File: src/rtl/pipeline_ctrl_pkg.sv
// Shared definitions for the pipeline control block.
//   state_t     : controller FSM states
//   ctrl_t      : bundle of the per-cycle pipeline control outputs
//   CTRL_*      : the fixed control patterns, one per pipeline action
//   NOP_INSTR   : instruction word the datapath loads when a *_nop is asserted
//   DRAIN_DEPTH : cycles needed to flush F/D, D/X and X/M after a HALT
//   CNT_W       : width of the performance counters
package pipeline_ctrl_pkg;

    typedef enum logic [1:0] {
        S_RUN      = 2'd0,
        S_MEM_WAIT = 2'd1,
        S_DRAIN    = 2'd2,
        S_HALT     = 2'd3
    } state_t;

    localparam logic [15:0] NOP_INSTR   = 16'h0800;
    localparam int          DRAIN_DEPTH = 3;
    localparam int          CNT_W       = 16;

    typedef struct packed {
        logic pc_we;
        logic fd_we;
        logic dx_we;
        logic xm_we;
        logic pc_sel;
        logic fd_nop;
        logic dx_nop;
        logic mw_nop;
    } ctrl_t;

    // Bit order: pc_we fd_we dx_we xm_we | pc_sel fd_nop dx_nop mw_nop
    localparam ctrl_t CTRL_NORMAL = ctrl_t'(8'b1111_0000);
    localparam ctrl_t CTRL_RESET  = ctrl_t'(8'b0000_0111);
    localparam ctrl_t CTRL_HALT   = ctrl_t'(8'b0000_0000);
    localparam ctrl_t CTRL_MEM    = ctrl_t'(8'b0000_0001);
    localparam ctrl_t CTRL_BRANCH = ctrl_t'(8'b1111_1110);
    localparam ctrl_t CTRL_HAZ    = ctrl_t'(8'b0011_0010);
    localparam ctrl_t CTRL_IMEM   = ctrl_t'(8'b0111_0100);
    // A drain cycle bubbles fetch exactly like an instruction-memory stall.
    localparam ctrl_t CTRL_DRAIN  = ctrl_t'(8'b0111_0100);

endpackage

File: src/rtl/pipeline_ctrl_sat_counter.sv
// Saturating up-counter used for the pipeline performance counters.
//   clk     : clock
//   i_clr_n : synchronous active-low clear
//   i_inc   : count enable; the count sticks at all-ones instead of wrapping
//   o_cnt   : current count
module sat_counter #(
    parameter int W = 16
) (
    input  logic         clk,
    input  logic         i_clr_n,
    input  logic         i_inc,
    output logic [W-1:0] o_cnt
);

    logic [W-1:0] r_cnt;

    always_ff @(posedge clk) begin
        if (!i_clr_n) begin
            r_cnt <= '0;
        end else if (i_inc && (r_cnt != '1)) begin
            r_cnt <= r_cnt + 1'b1;
        end
    end

    assign o_cnt = r_cnt;

endmodule

File: src/rtl/pipeline_ctrl.sv
// Pipeline stall/flush/halt controller for a 4-stage-register in-order core.
// Drives load enables and NOP-insert controls only; no datapath muxing here.
//   clk, rst_n              : clock, synchronous active-low reset
//   haz_stall, br_taken_x   : RAW hazard in decode, branch redirect from X
//   imem_stall, dmem_stall  : fetch not ready, data memory busy
//   halt_d                  : HALT valid in decode
//   pc_we..xm_we            : register load enables
//   pc_sel                  : 1 = branch target, 0 = PC+2
//   fd_nop, dx_nop, mw_nop  : load NOP instead of upstream data
//   halted                  : pipeline stopped after HALT retired
//   stall_cnt, flush_cnt    : saturating performance counters
//
// state      | meaning
// S_RUN      | normal issue, priorities evaluated each cycle
// S_MEM_WAIT | frozen behind a data-memory stall
// S_DRAIN    | HALT seen, bubbling fetch until older instructions retire
// S_HALT     | stopped until reset
module pipeline_ctrl
    import pipeline_ctrl_pkg::*;
(
    input  logic             clk,
    input  logic             rst_n,
    input  logic             haz_stall,
    input  logic             br_taken_x,
    input  logic             imem_stall,
    input  logic             dmem_stall,
    input  logic             halt_d,
    output logic             pc_we,
    output logic             fd_we,
    output logic             dx_we,
    output logic             xm_we,
    output logic             pc_sel,
    output logic             fd_nop,
    output logic             dx_nop,
    output logic             mw_nop,
    output logic             halted,
    output logic [CNT_W-1:0] stall_cnt,
    output logic [CNT_W-1:0] flush_cnt
);

    state_t     r_state;
    logic [1:0] r_drain_cnt;
    logic       r_halted;

    state_t     w_next_state;
    logic [1:0] w_next_cnt;
    ctrl_t      w_ctrl;
    logic       w_flush_inc;
    logic       w_stall_inc;

    always_comb begin
        w_ctrl       = CTRL_HALT;
        w_next_state = r_state;
        w_next_cnt   = r_drain_cnt;
        w_flush_inc  = 1'b0;
        if (!rst_n) begin
            w_ctrl = CTRL_RESET;
        end else if (r_state != S_HALT) begin
            if (dmem_stall) begin
                // A memory stall during drain keeps draining state, count frozen.
                w_ctrl = CTRL_MEM;
                if (r_state != S_DRAIN) begin
                    w_next_state = S_MEM_WAIT;
                end
            end else if (br_taken_x) begin
                // Redirect also cancels a drain: that HALT was wrong-path.
                w_ctrl       = CTRL_BRANCH;
                w_next_state = S_RUN;
                w_next_cnt   = '0;
                w_flush_inc  = 1'b1;
            end else if (haz_stall) begin
                w_ctrl = CTRL_HAZ;
                if (r_state == S_MEM_WAIT) begin
                    w_next_state = S_RUN;
                end
            end else if (r_state == S_DRAIN) begin
                w_ctrl     = CTRL_DRAIN;
                w_next_cnt = r_drain_cnt - 2'd1;
                if (r_drain_cnt <= 2'd1) begin
                    w_next_state = S_HALT;
                    w_next_cnt   = '0;
                end
            end else if (imem_stall) begin
                w_ctrl       = CTRL_IMEM;
                w_next_state = S_RUN;
            end else begin
                w_ctrl       = CTRL_NORMAL;
                w_next_state = S_RUN;
                if (halt_d) begin
                    w_next_state = S_DRAIN;
                    w_next_cnt   = 2'(DRAIN_DEPTH);
                end
            end
        end
    end

    always_ff @(posedge clk) begin
        if (!rst_n) begin
            r_state     <= S_RUN;
            r_drain_cnt <= '0;
            r_halted    <= 1'b0;
        end else begin
            r_state     <= w_next_state;
            r_drain_cnt <= w_next_cnt;
            r_halted    <= (w_next_state == S_HALT);
        end
    end

    assign w_stall_inc = (r_state != S_HALT) && !w_ctrl.pc_we;

    sat_counter #(.W(CNT_W)) u_stall_cnt (
        .clk     (clk),
        .i_clr_n (rst_n),
        .i_inc   (w_stall_inc),
        .o_cnt   (stall_cnt)
    );

    sat_counter #(.W(CNT_W)) u_flush_cnt (
        .clk     (clk),
        .i_clr_n (rst_n),
        .i_inc   (w_flush_inc),
        .o_cnt   (flush_cnt)
    );

    assign pc_we  = w_ctrl.pc_we;
    assign fd_we  = w_ctrl.fd_we;
    assign dx_we  = w_ctrl.dx_we;
    assign xm_we  = w_ctrl.xm_we;
    assign pc_sel = w_ctrl.pc_sel;
    assign fd_nop = w_ctrl.fd_nop;
    assign dx_nop = w_ctrl.dx_nop;
    assign mw_nop = w_ctrl.mw_nop;
    assign halted = r_halted;

endmodule

File: config.mk
export PLATFORM = sky130hd
export DESIGN_NAME = pipeline_ctrl
export DESIGN_NICKNAME = d
export VERILOG_FILES = /design/src/rtl/pipeline_ctrl_pkg.sv /design/src/rtl/pipeline_ctrl_sat_counter.sv /design/src/rtl/pipeline_ctrl.sv
export SDC_FILE = /design/constraint.sdc
export NUM_CORES = 1
export LEC_CHECK = 0
export ABC_CLOCK_PERIOD_IN_PS = 2090
export CAP_MARGIN = 15
export CORE_ASPECT_RATIO = 0.8
export CORE_MARGIN = 2
export CORE_UTILIZATION = 40
export CTS_BUF_LIST = sky130_fd_sc_hd__clkbuf_16
export DETAILED_ROUTE_END_ITERATION = 7
export GPL_TIMING_DRIVEN = 0
export PLACE_DENSITY_LB_ADDON = 0.15
export SYNTH_ARGS = -nofsm -noshare
export SYNTH_HDL_FRONTEND = slang
export SYNTH_HIERARCHICAL = 1
export SYNTH_SLANG_ARGS = --single-unit
File: constraint.sdc
create_clock -name clk -period 2.09 [get_ports clk]
set_input_delay 0.418 -clock clk [delete_from_list [all_inputs] [get_ports clk]]
set_output_delay 0.418 -clock clk [all_outputs]
set_load 0.1 [all_outputs]
After elaboration in Yosys (flattened, before gate mapping)
Cells that the tools add are included.
{"block": "totals", "regBits": 37, "output_inout_bits": 41, "elab_cells": 53}
{"block": "op_classes", "n_reduce_logical": 6, "bitwise_logic": 1, "mux": 28, "n_eq_ne": 9, "order_cmp": 1, "n_addsub": 3}
{"cell": "two-way mux 8 bit", "n": 7}
{"cell": "two-way mux 2 bit", "n": 17}
{"cell": "adder 16 x 1 -> 16 bit (second input constant)", "n": 2}
{"cell": "!= test 16 bit (second input constant)", "n": 2}
{"cell": "AND reduction 5 bit", "n": 1}
{"cell": "equality test 2 bit (second input constant)", "n": 2}
{"cell": "two-way mux 1 bit", "n": 4}
{"cell": "!= test 2 bit (second input constant)", "n": 2}
{"cell": "logical AND 1 bit", "n": 3}
{"cell": "!= test 3 x 2 -> 1 bit (second input constant)", "n": 1}
{"cell": "nonzero test 3 bit", "n": 1}
{"cell": "equality test 2 x 1 -> 1 bit (second input constant)", "n": 1}
{"cell": "less-or-equal comparator 2 x 1 -> 1 bit (second input constant)", "n": 1}
{"cell": "!= test 2 x 1 -> 1 bit (second input constant)", "n": 1}
{"cell": "subtractor 2 x 1 -> 2 bit (second input constant)", "n": 1}
{"cell": "logical NOT 1 bit", "n": 1}
{"cell": "NOT 1 bit", "n": 1}

Logic depth before layout (Yosys ltp)
Gate-level depths: netlist of run 1.
{"block": "depth", "depth_word": 10, "depth_mapped": 8, "depth_no_buf": 7}

Hierarchy
Netlist of run 1, hierarchy kept.
{"module": "sat_counter", "n_inst": 2, "area_each_um2": 837.1, "cells_each": 97}
{"module": "pipeline_ctrl", "n_inst": 1, "area_each_um2": 367.9, "cells_each": 51}

Worst setup path before layout of run 1
No wires, ideal clock.
{"block": "synth_timing", "path_type": "register -> register", "start": "register r_state[1]", "end": "register u_flush_cnt.r_cnt[13], in the netlist u_flush_cnt/o_cnt[13]", "path_stages_with_launch": 7, "period_less_slack_ns": 2.776, "required_ns": 2.019, "arrival_ns": 2.706, "path_slack_ns": -0.686, "cell_sequence": "dfxtp_1 -> clkbuf_1 -> a21oi_1 -> and3_1 -> nand2_1 -> or4_1 -> a21oi_1"}
{"block": "synth_between", "elab_chain_len": 4}
{"element": "start, declared", "line_no": "pipeline_ctrl.sv:41", "text": "state_t r_state;"}
{"element": "start signal, assigned", "line_no": "pipeline_ctrl.sv:103", "text": "r_state <= w_next_state;"}
{"element": "!= test 2 bit", "line_no": "pipeline_ctrl.sv:58", "text": "end else if (r_state != S_HALT) begin"}
{"element": "two-way mux 1 bit", "line_no": "pipeline_ctrl.sv:58"}
{"element": "two-way mux 1 bit", "line_no": "pipeline_ctrl.sv:56", "text": "if (!rst_n) begin"}
{"element": "logical AND 1 bit", "line_no": "pipeline_ctrl_sat_counter.sv:20", "text": "end else if (i_inc && (r_cnt != '1)) begin"}
{"element": "end signal, assigned", "line_no": "pipeline_ctrl_sat_counter.sv:21", "text": "r_cnt <= r_cnt + 1'b1;"}
{"element": "end, declared", "line_no": "pipeline_ctrl_sat_counter.sv:15", "text": "logic [W-1:0] r_cnt;"}
No other way between the ends.
A chain may end at the register's enable or synchronous reset.

Worst setup path in the final report of run 1
{"block": "layout_timing", "start": "input dmem_stall", "end": "output fd_we"}
{"block": "layout_between", "elab_chain_len": 3}
{"element": "start, declared", "line_no": "pipeline_ctrl.sv:26", "text": "input logic dmem_stall,"}
{"element": "two-way mux 8 bit", "line_no": "pipeline_ctrl.sv:59", "text": "if (dmem_stall) begin"}
{"element": "two-way mux 8 bit", "line_no": "pipeline_ctrl.sv:58"}
{"element": "two-way mux 8 bit", "line_no": "pipeline_ctrl.sv:56"}
{"element": "end, declared", "line_no": "pipeline_ctrl.sv:29", "text": "output logic fd_we,"}
No other way between the ends.

==> impl_metrics.py, run 1 <==
metrics = {
    "outcome": {
        "outcome": "completed",
    },
    "synth": {
        "ys_warn_count": 6,
        "synth_fp_nets": 254,
        "ys_top_cells_by_area": "dfxtp_1 (36%), a21oi_1 (5.1%), nand2_1 (4.8%)",
        "syn_area_um2": 2040,
        "synthFlopType": "dfxtp_1",
        "ys_ff_latch": 37,
        "yosysTopAreaCellShare": 0.363,
        "yosysUniqueCellTypes": 43,
        "synth_area_per_cell_um2": 8.33,
        "postSynthCellCount": 245,
        "synth-edff-count": 0,
        "postSynth.asyncResetShare": 0,
        "yosysSeqAreaShare": 0.363,
        "synth_area_leader_cell": "dfxtp_1",
    },
    "power_and_ir_drop": {
        "p_switching_uw": 464,
        "seq_power_share": 0.380,
        "ir_worst_vdd_v": 0.000325,
        "p_per_area_nw_per_um2": 674,
        "power.share.clock": 0.500,
        "sw_frac_of_total": 0.242,
        "cellLeakagePower_nw": 1.18,
        "power_frac_comb": 0.120,
        "intPower_mw": 1.46,
    },
    "finish": {
        "design_area_um2": 2850,
        "mostFrequentLayoutCells": "dlygate4sd2_1 (35), dfxtp_2 (33), nand2_1 (25)",
        "multi_input_area_um2": 1270,
        "layout_commonest_cell": "dlygate4sd2_1",
        "syn2layout_area_growth_pct": 39.5,
        "diodes": 0,
        "fin_cells": 363,
        "finalNetCount": 309,
        "fillers": 483,
        "drive_above_1_share": 0.246,
        "final-seq-area_um2": 782,
    },
    "critical_path": {
        "r2r-start": "r_state[1]$_SDFF_PN0_",
        "endpoint": "fd_we",
        "critPathCaptureType": "primary output",
        "critPathLaunchType": "input port",
        "worst_r2r_path_depth": 7,
        "cp.arrival_ps": 1570,
        "r2r-end": "u_stall_cnt/o_cnt[6]$_SDFFE_PN0P_",
        "cp.required_ps": 1670,
        "crit_start": "dmem_stall",
        "crit_type": "in -> out",
        "cp_max_fo": 7,
        "r2r_setup_slack_ps": 210,
    },
    "sta": {
        "rsz0062_at_grt": "false",
        "timing.hold.ws_ps": 487,
        "max_freq_ghz": 0.504,
        "fin_crit_sh": 0.950,
        "finClkSkew_ps": 5.87,
        "finalSetupViolCount": 0,
        "slew_headroom": 0.353,
        "hold_viol_final": 0,
        "worst_slew_pin_slew_ps": 974,
        "drv_slew": 0,
        "min_period_ps": 1990,
    },
    "clocking": {
        "clock_tree.root_cell": "clkbuf_16",
        "holdBufCountCts": 0,
        "ctsLongestPathBuffers": 2,
        "clk_pin_slew_ps": 50,
        "numCtsBuffers": 5,
        "cts.sinks": 37,
        "clkLatencyLatePin_ps": 280,
        "htreeDepth": 2,
        "cts_tree": "yes",
    },
    "worst_hold_path": {
        "hold_class": "reg -> reg",
    },
    "routing": {
        "wl_per_cell_um": 14.1,
        "wl_mm": 5.11,
        "num_vias": 2010,
        "first_pass_iters": 4,
        "drt_iter0_drc": 181,
        "vias_per_cell": 5.54,
        "drcViolationCount": 0,
        "antenna_left": 0,
    },
    "run": {
        "cap_violations": 0,
    },
    "floorplan": {
        "die_area_um2": 5700,
        "start_util": 0.410,
        "boundaryPins": 48,
        "dieHeight_um": 67.9,
        "core_um2": 4980,
        "fp-row-count": 23,
        "dieWidth_um": 83.9,
    },
    "global_routing": {
        "gr-total-overflow": 0,
        "grt_max_degree": 20,
        "grt_pass1_vias": 1740,
        "grt_util_all_layers": 0.185,
        "grt_pass1_wl_mm": 8.34,
        "antenna_found_initial": 0,
    },
    "placed_design": {
        "placed_area_um2": 2640,
        "io_buffers": 46,
        "placed_cells": 353,
        "hpwl_mm": 3.61,
        "gp_congestion": 0.828,
    },
}
[sequential cells by signal (all words and copies together) (netlist names)]
| name | flops |
|---|---|
| halted | 1 |
| r_state | 2 |
| u_flush_cnt/o_cnt | 16 |
| r_drain_cnt | 2 |
| u_stall_cnt/o_cnt | 16 |
[Yosys cell counts (3+ instances only)]
master	instances
nor3b_1	4
o211ai_1	3
nand3_1	13
dfxtp_1	37
clkbuf_1	3
o211a_1	3
nand2b_1	4
a21oi_1	21
o21ai_0	11
or3_1	4
nand2_1	26
buf_4	3
nand4_1	6
o31ai_1	11
mux2i_1	6
nor4_1	6
and4_1	6
nor2_1	16
or4_1	11
nor3_1	5
inv_1	12
[logic make-up (layout without fill, tap and decap cells)]
family | after synthesis | count (layout) | share of synthesized area
buffers and inverters | 19 | 75 | 0.0410
multiplexers | 6 | 6 | 0.0294
flip-flops | 37 | 37 | 0.363
adder cells (fa/ha/maj) | 2 | 2 | 0.0123
AND/OR/NAND/NOR | 115 | 115 | 0.338
XOR/XNOR | 4 | 4 | 0.0172
AO/OA/AOI/OAI | 62 | 62 | 0.200
[power by group through the flow]
stage	logic (mW)	clock network [mW]	registers, mW
2_1_floorplan	0.121	0	0.790
3_3_place_gp	0.229	0	0.743
3_5_place_dp	0.230	0	0.743
4_1_cts	0.225	0.991	0.728
5_1_grt	0.244	1.01	0.731
6_report	0.231	0.960	0.729
[worst min path at each step]
stage | from | endpoint | slack [ps] | depth (start not counted)
finish | u_stall_cnt/o_cnt[11]$_SDFFE_PN0P_ | u_stall_cnt/o_cnt[11]$_SDFFE_PN0P_ | 490 | 2
detailed placement | u_flush_cnt/o_cnt[9]$_SDFFE_PN0P_ | u_flush_cnt/o_cnt[9]$_SDFFE_PN0P_ | 480 | 2
CTS | u_stall_cnt/o_cnt[11]$_SDFFE_PN0P_ | u_stall_cnt/o_cnt[11]$_SDFFE_PN0P_ | 490 | 2
global route | u_stall_cnt/o_cnt[11]$_SDFFE_PN0P_ | u_stall_cnt/o_cnt[11]$_SDFFE_PN0P_ | 510 | 2
global placement | u_stall_cnt/o_cnt[11]$_SDFFE_PN0P_ | u_stall_cnt/o_cnt[11]$_SDFFE_PN0P_ | 480 | 2
floorplan | r_drain_cnt[1]$_SDFFE_PN0P_ | r_drain_cnt[1]$_SDFFE_PN0P_ | 480 | 1
[worst max-delay path, stage by stage]
cell	delay, ps
dlygate4sd2_1	320
a21oi_4	210
nand2_1	180
nor2_2	150
buf_4	290
[per-stage QoR]
step	TNS [ps]	setup slack [ps]	utilization	power [mW]
final	0	105	0.572	1.92
after global routing	0	15.3	0.572	1.99
after CTS	0	6.91	0.562	1.94
after detailed placement	-27520	-1400	0.531	0.973
after global placement	-27370	-1390	0.531	0.971
after floorplan	-41.0	-20.5	-	0.911
[per-layer routing]
metal / wire (um) / share of wire / GRT usage / vias to the layer above
li1: - / - / - / 1043
met1: 2630 / 0.51 / 0.251 / 922
met2: 2180 / 0.43 / 0.285 / 41
met3: 254 / 0.050 / 0.0434 / 4
met4: 52 / 0.010 / 0.0766 / 0
met5: 0 / 0 / 0 / -
[cell type report]
class	instances	area share
Tap cell	62	0.0272
Clock inverter	3	0.0228
Inverter	12	0.0171
Timing Repair Buffer	49	0.156
Multi-Input combinational cell	189	0.445
Clock buffer	5	0.0439
Buffer	6	0.0136
Sequential cell	37	0.274
[repair_timing]
action	4_1_cts	5_1_grt
pin swaps	0	1
cloned	0	0
buffers inserted	2	1
setup endpoints to repair	71	19
gates resized for setup	87	9
(Power assumes the default switching activity.)
==> inputs of run 2 (changes only) <==
- REMOVE_ABC_BUFFERS: not set -> 1
- TNS_END_PERCENT: not set -> 100
==> run 2 against run 1 <==
Sequential power hardly changed. Utilization is 2.9 points lower. Via count is 1.4% lower. Critical path type is now reg -> out.
==> impl_metrics.py, run 2 (synthesized netlist as in run 1, its figures left out) <==
metrics = {
    "floorplan": {
        "start_util": 0.410,
        "boundaryPins": 48,
        "dieWidth_um": 83.9,
        "core_um2": 4980,
        "dieHeight_um": 67.9,
        "fp-row-count": 23,
        "die_area_um2": 5700,
    },
    "finish": {
        "drive_above_1_share": 0.115,
        "mostFrequentLayoutCells": "dfxtp_1 (37), dlygate4sd2_1 (30), nand2_1 (24)",
        "layout_commonest_cell": "dfxtp_1",
        "diodes": 0,
        "syn2layout_area_growth_pct": 32.5,
        "finalNetCount": 304,
        "multi_input_area_um2": 1260,
        "fillers": 489,
        "final-seq-area_um2": 741,
    },
    "routing": {
        "vias_per_cell": 5.54,
        "wl_met3_um": 207,
        "wl_met1_mm": 2.61,
        "wl_per_cell_um": 13.3,
        "drcViolationCount": 0,
        "first_pass_iters": 4,
        "num_vias": 1982,
        "met2_length_mm": 1.91,
        "top_layer_used": "met4",
        "wl_mm": 4.78,
        "antenna_left": 0,
        "drt_iter0_drc": 100,
    },
    "power_and_ir_drop": {
        "totalPowerFinal_mw": 1.66,
        "cellLeakagePower_nw": 1.09,
        "p_per_area_nw_per_um2": 613,
        "ir_worst_vdd_v": 0.000465,
    },
    "placed_design": {
        "hpwl_mm": 3.40,
        "io_buffers": 47,
        "gp_congestion": 0.796,
    },
    "sta": {
        "timing.hold.ws_ps": 504,
        "finalSetupViolCount": 0,
        "drv_slew": 0,
        "slew_headroom": 0.359,
        "fin_crit_sh": 0.973,
        "worst_slew_pin_slew_ps": 965,
        "finClkSkew_ps": 4.17,
        "min_period_ps": 2030,
        "rsz0062_at_grt": "false",
        "max_freq_ghz": 0.492,
        "hold_viol_final": 0,
    },
    "clocking": {
        "clk_pin_slew_ps": 50,
        "htreeDepth": 2,
        "cts.sinks": 37,
        "numCtsBuffers": 5,
        "cts_tree": "yes",
        "clkLatencyLatePin_ps": 280,
        "ctsLongestPathBuffers": 2,
        "clock_tree.root_cell": "clkbuf_16",
    },
    "critical_path": {
        "crit_start": "u_stall_cnt/o_cnt[2]$_SDFFE_PN0P_",
        "cp.required_ps": 1670,
        "r2r-end": "u_stall_cnt/o_cnt[6]$_SDFFE_PN0P_",
        "cp.arrival_ps": 1610,
        "crit_type": "reg -> out",
        "cp_top_family": "buffers and inverters",
        "worstPathCellList": "dlygate4sd2_1",
        "r2r-start": "r_state[1]$_SDFF_PN0_",
        "r2r_setup_slack_ps": 180,
        "cp_num_cells": 1,
        "critPathCaptureType": "primary output",
        "cp_max_fo": 8,
        "worst_r2r_path_depth": 7,
        "endpoint": "stall_cnt[2]",
        "crit_slowest_cell": "dlygate4sd2_1",
        "critPathLaunchType": "register",
        "slowest_delay_ps": 890,
        "crit_buf_inv": 1,
    },
    "outcome": {
        "outcome": "completed",
    },
    "global_routing": {
        "grt_max_degree": 20,
        "grt_pass1_wl_mm": 8.22,
        "grt_util_all_layers": 0.178,
        "antenna_found_initial": 0,
        "gr-total-overflow": 0,
        "grt_pass1_vias": 1761,
    },
    "worst_hold_path": {
        "hold_class": "reg -> reg",
    },
    "run": {
        "cap_violations": 0,
    },
}
-- run 2: cell count changes in the layout (fill, tap and decap cells not counted), moves of 2 or more --
cell	previous run	this run
dlygate4sd2_1	35	30
dfxtp_2	33	0
clkbuf_1	2	0
clkinv_1	0	2
buf_2	2	0
dfxtp_1	4	37
bufinv_16	2	0
clkdlybuf4s15_1	0	4
-- run 2: worst min path at each step --
| stage | startpoint | end | slack [ps] | depth (start not counted) |
|---|---|---|---|---|
| floorplan | r_drain_cnt[1]$_SDFFE_PN0P_ | r_drain_cnt[1]$_SDFFE_PN0P_ | 480 | 1 |
| global placement | u_flush_cnt/o_cnt[9]$_SDFFE_PN0P_ | u_flush_cnt/o_cnt[9]$_SDFFE_PN0P_ | 500 | 2 |
| detailed placement | u_flush_cnt/o_cnt[9]$_SDFFE_PN0P_ | u_flush_cnt/o_cnt[9]$_SDFFE_PN0P_ | 500 | 2 |
| CTS | u_flush_cnt/o_cnt[9]$_SDFFE_PN0P_ | u_flush_cnt/o_cnt[9]$_SDFFE_PN0P_ | 510 | 2 |
| global route | u_flush_cnt/o_cnt[15]$_SDFFE_PN0P_ | u_flush_cnt/o_cnt[15]$_SDFFE_PN0P_ | 560 | 2 |
| finish | u_flush_cnt/o_cnt[9]$_SDFFE_PN0P_ | u_flush_cnt/o_cnt[9]$_SDFFE_PN0P_ | 500 | 2 |
-- run 2: stage by stage --
stage / utilization / instances / area [um^2] / setup TNS [ps] / setup WS (ps)
6_report: 0.543 / 358 / 2710 / 0 / 57.3
5_1_grt: 0.543 / 358 / 2710 / 0 / 1.04
4_1_cts: 0.538 / 358 / 2680 / 0 / 10.4
3_5_place_dp: 0.515 / 349 / 2570 / -26240 / -1310
3_3_place_gp: 0.512 / 347 / 2550 / -25710 / -1310
2_1_floorplan: - / 238 / 2000 / -13680 / -649
-- run 2: repair_timing --
action                                  CTS  global route
hold buffers                              0             0
endpoints found under the setup margin   69            18
gates resized for setup                  92            12
buffers inserted                          1             0
-- run 2: per-layer routing --
metal  vias up  global-route usage
li1       1035                   -
met1       907               0.260
met2        35               0.255
met3         5              0.0434
met4         0              0.0605
met5         -                   0
-- run 2: final cells by class --
type	instances	area share
Timing Repair Buffer	50	0.164
Tap cell	62	0.0287
Inverter	12	0.0167
Sequential cell	37	0.274
Clock inverter	3	0.00463
Clock buffer	5	0.0463
Multi-Input combinational cell	189	0.466
-- run 2: report_power, final --
group / total [mW] / internal [mW] / switching [mW] / leakage [nW]
clock network: 0.708 / 0.431 / 0.277 / 0.0687
logic: 0.221 / 0.0523 / 0.169 / 0.719
registers: 0.728 / 0.716 / 0.0125 / 0.299
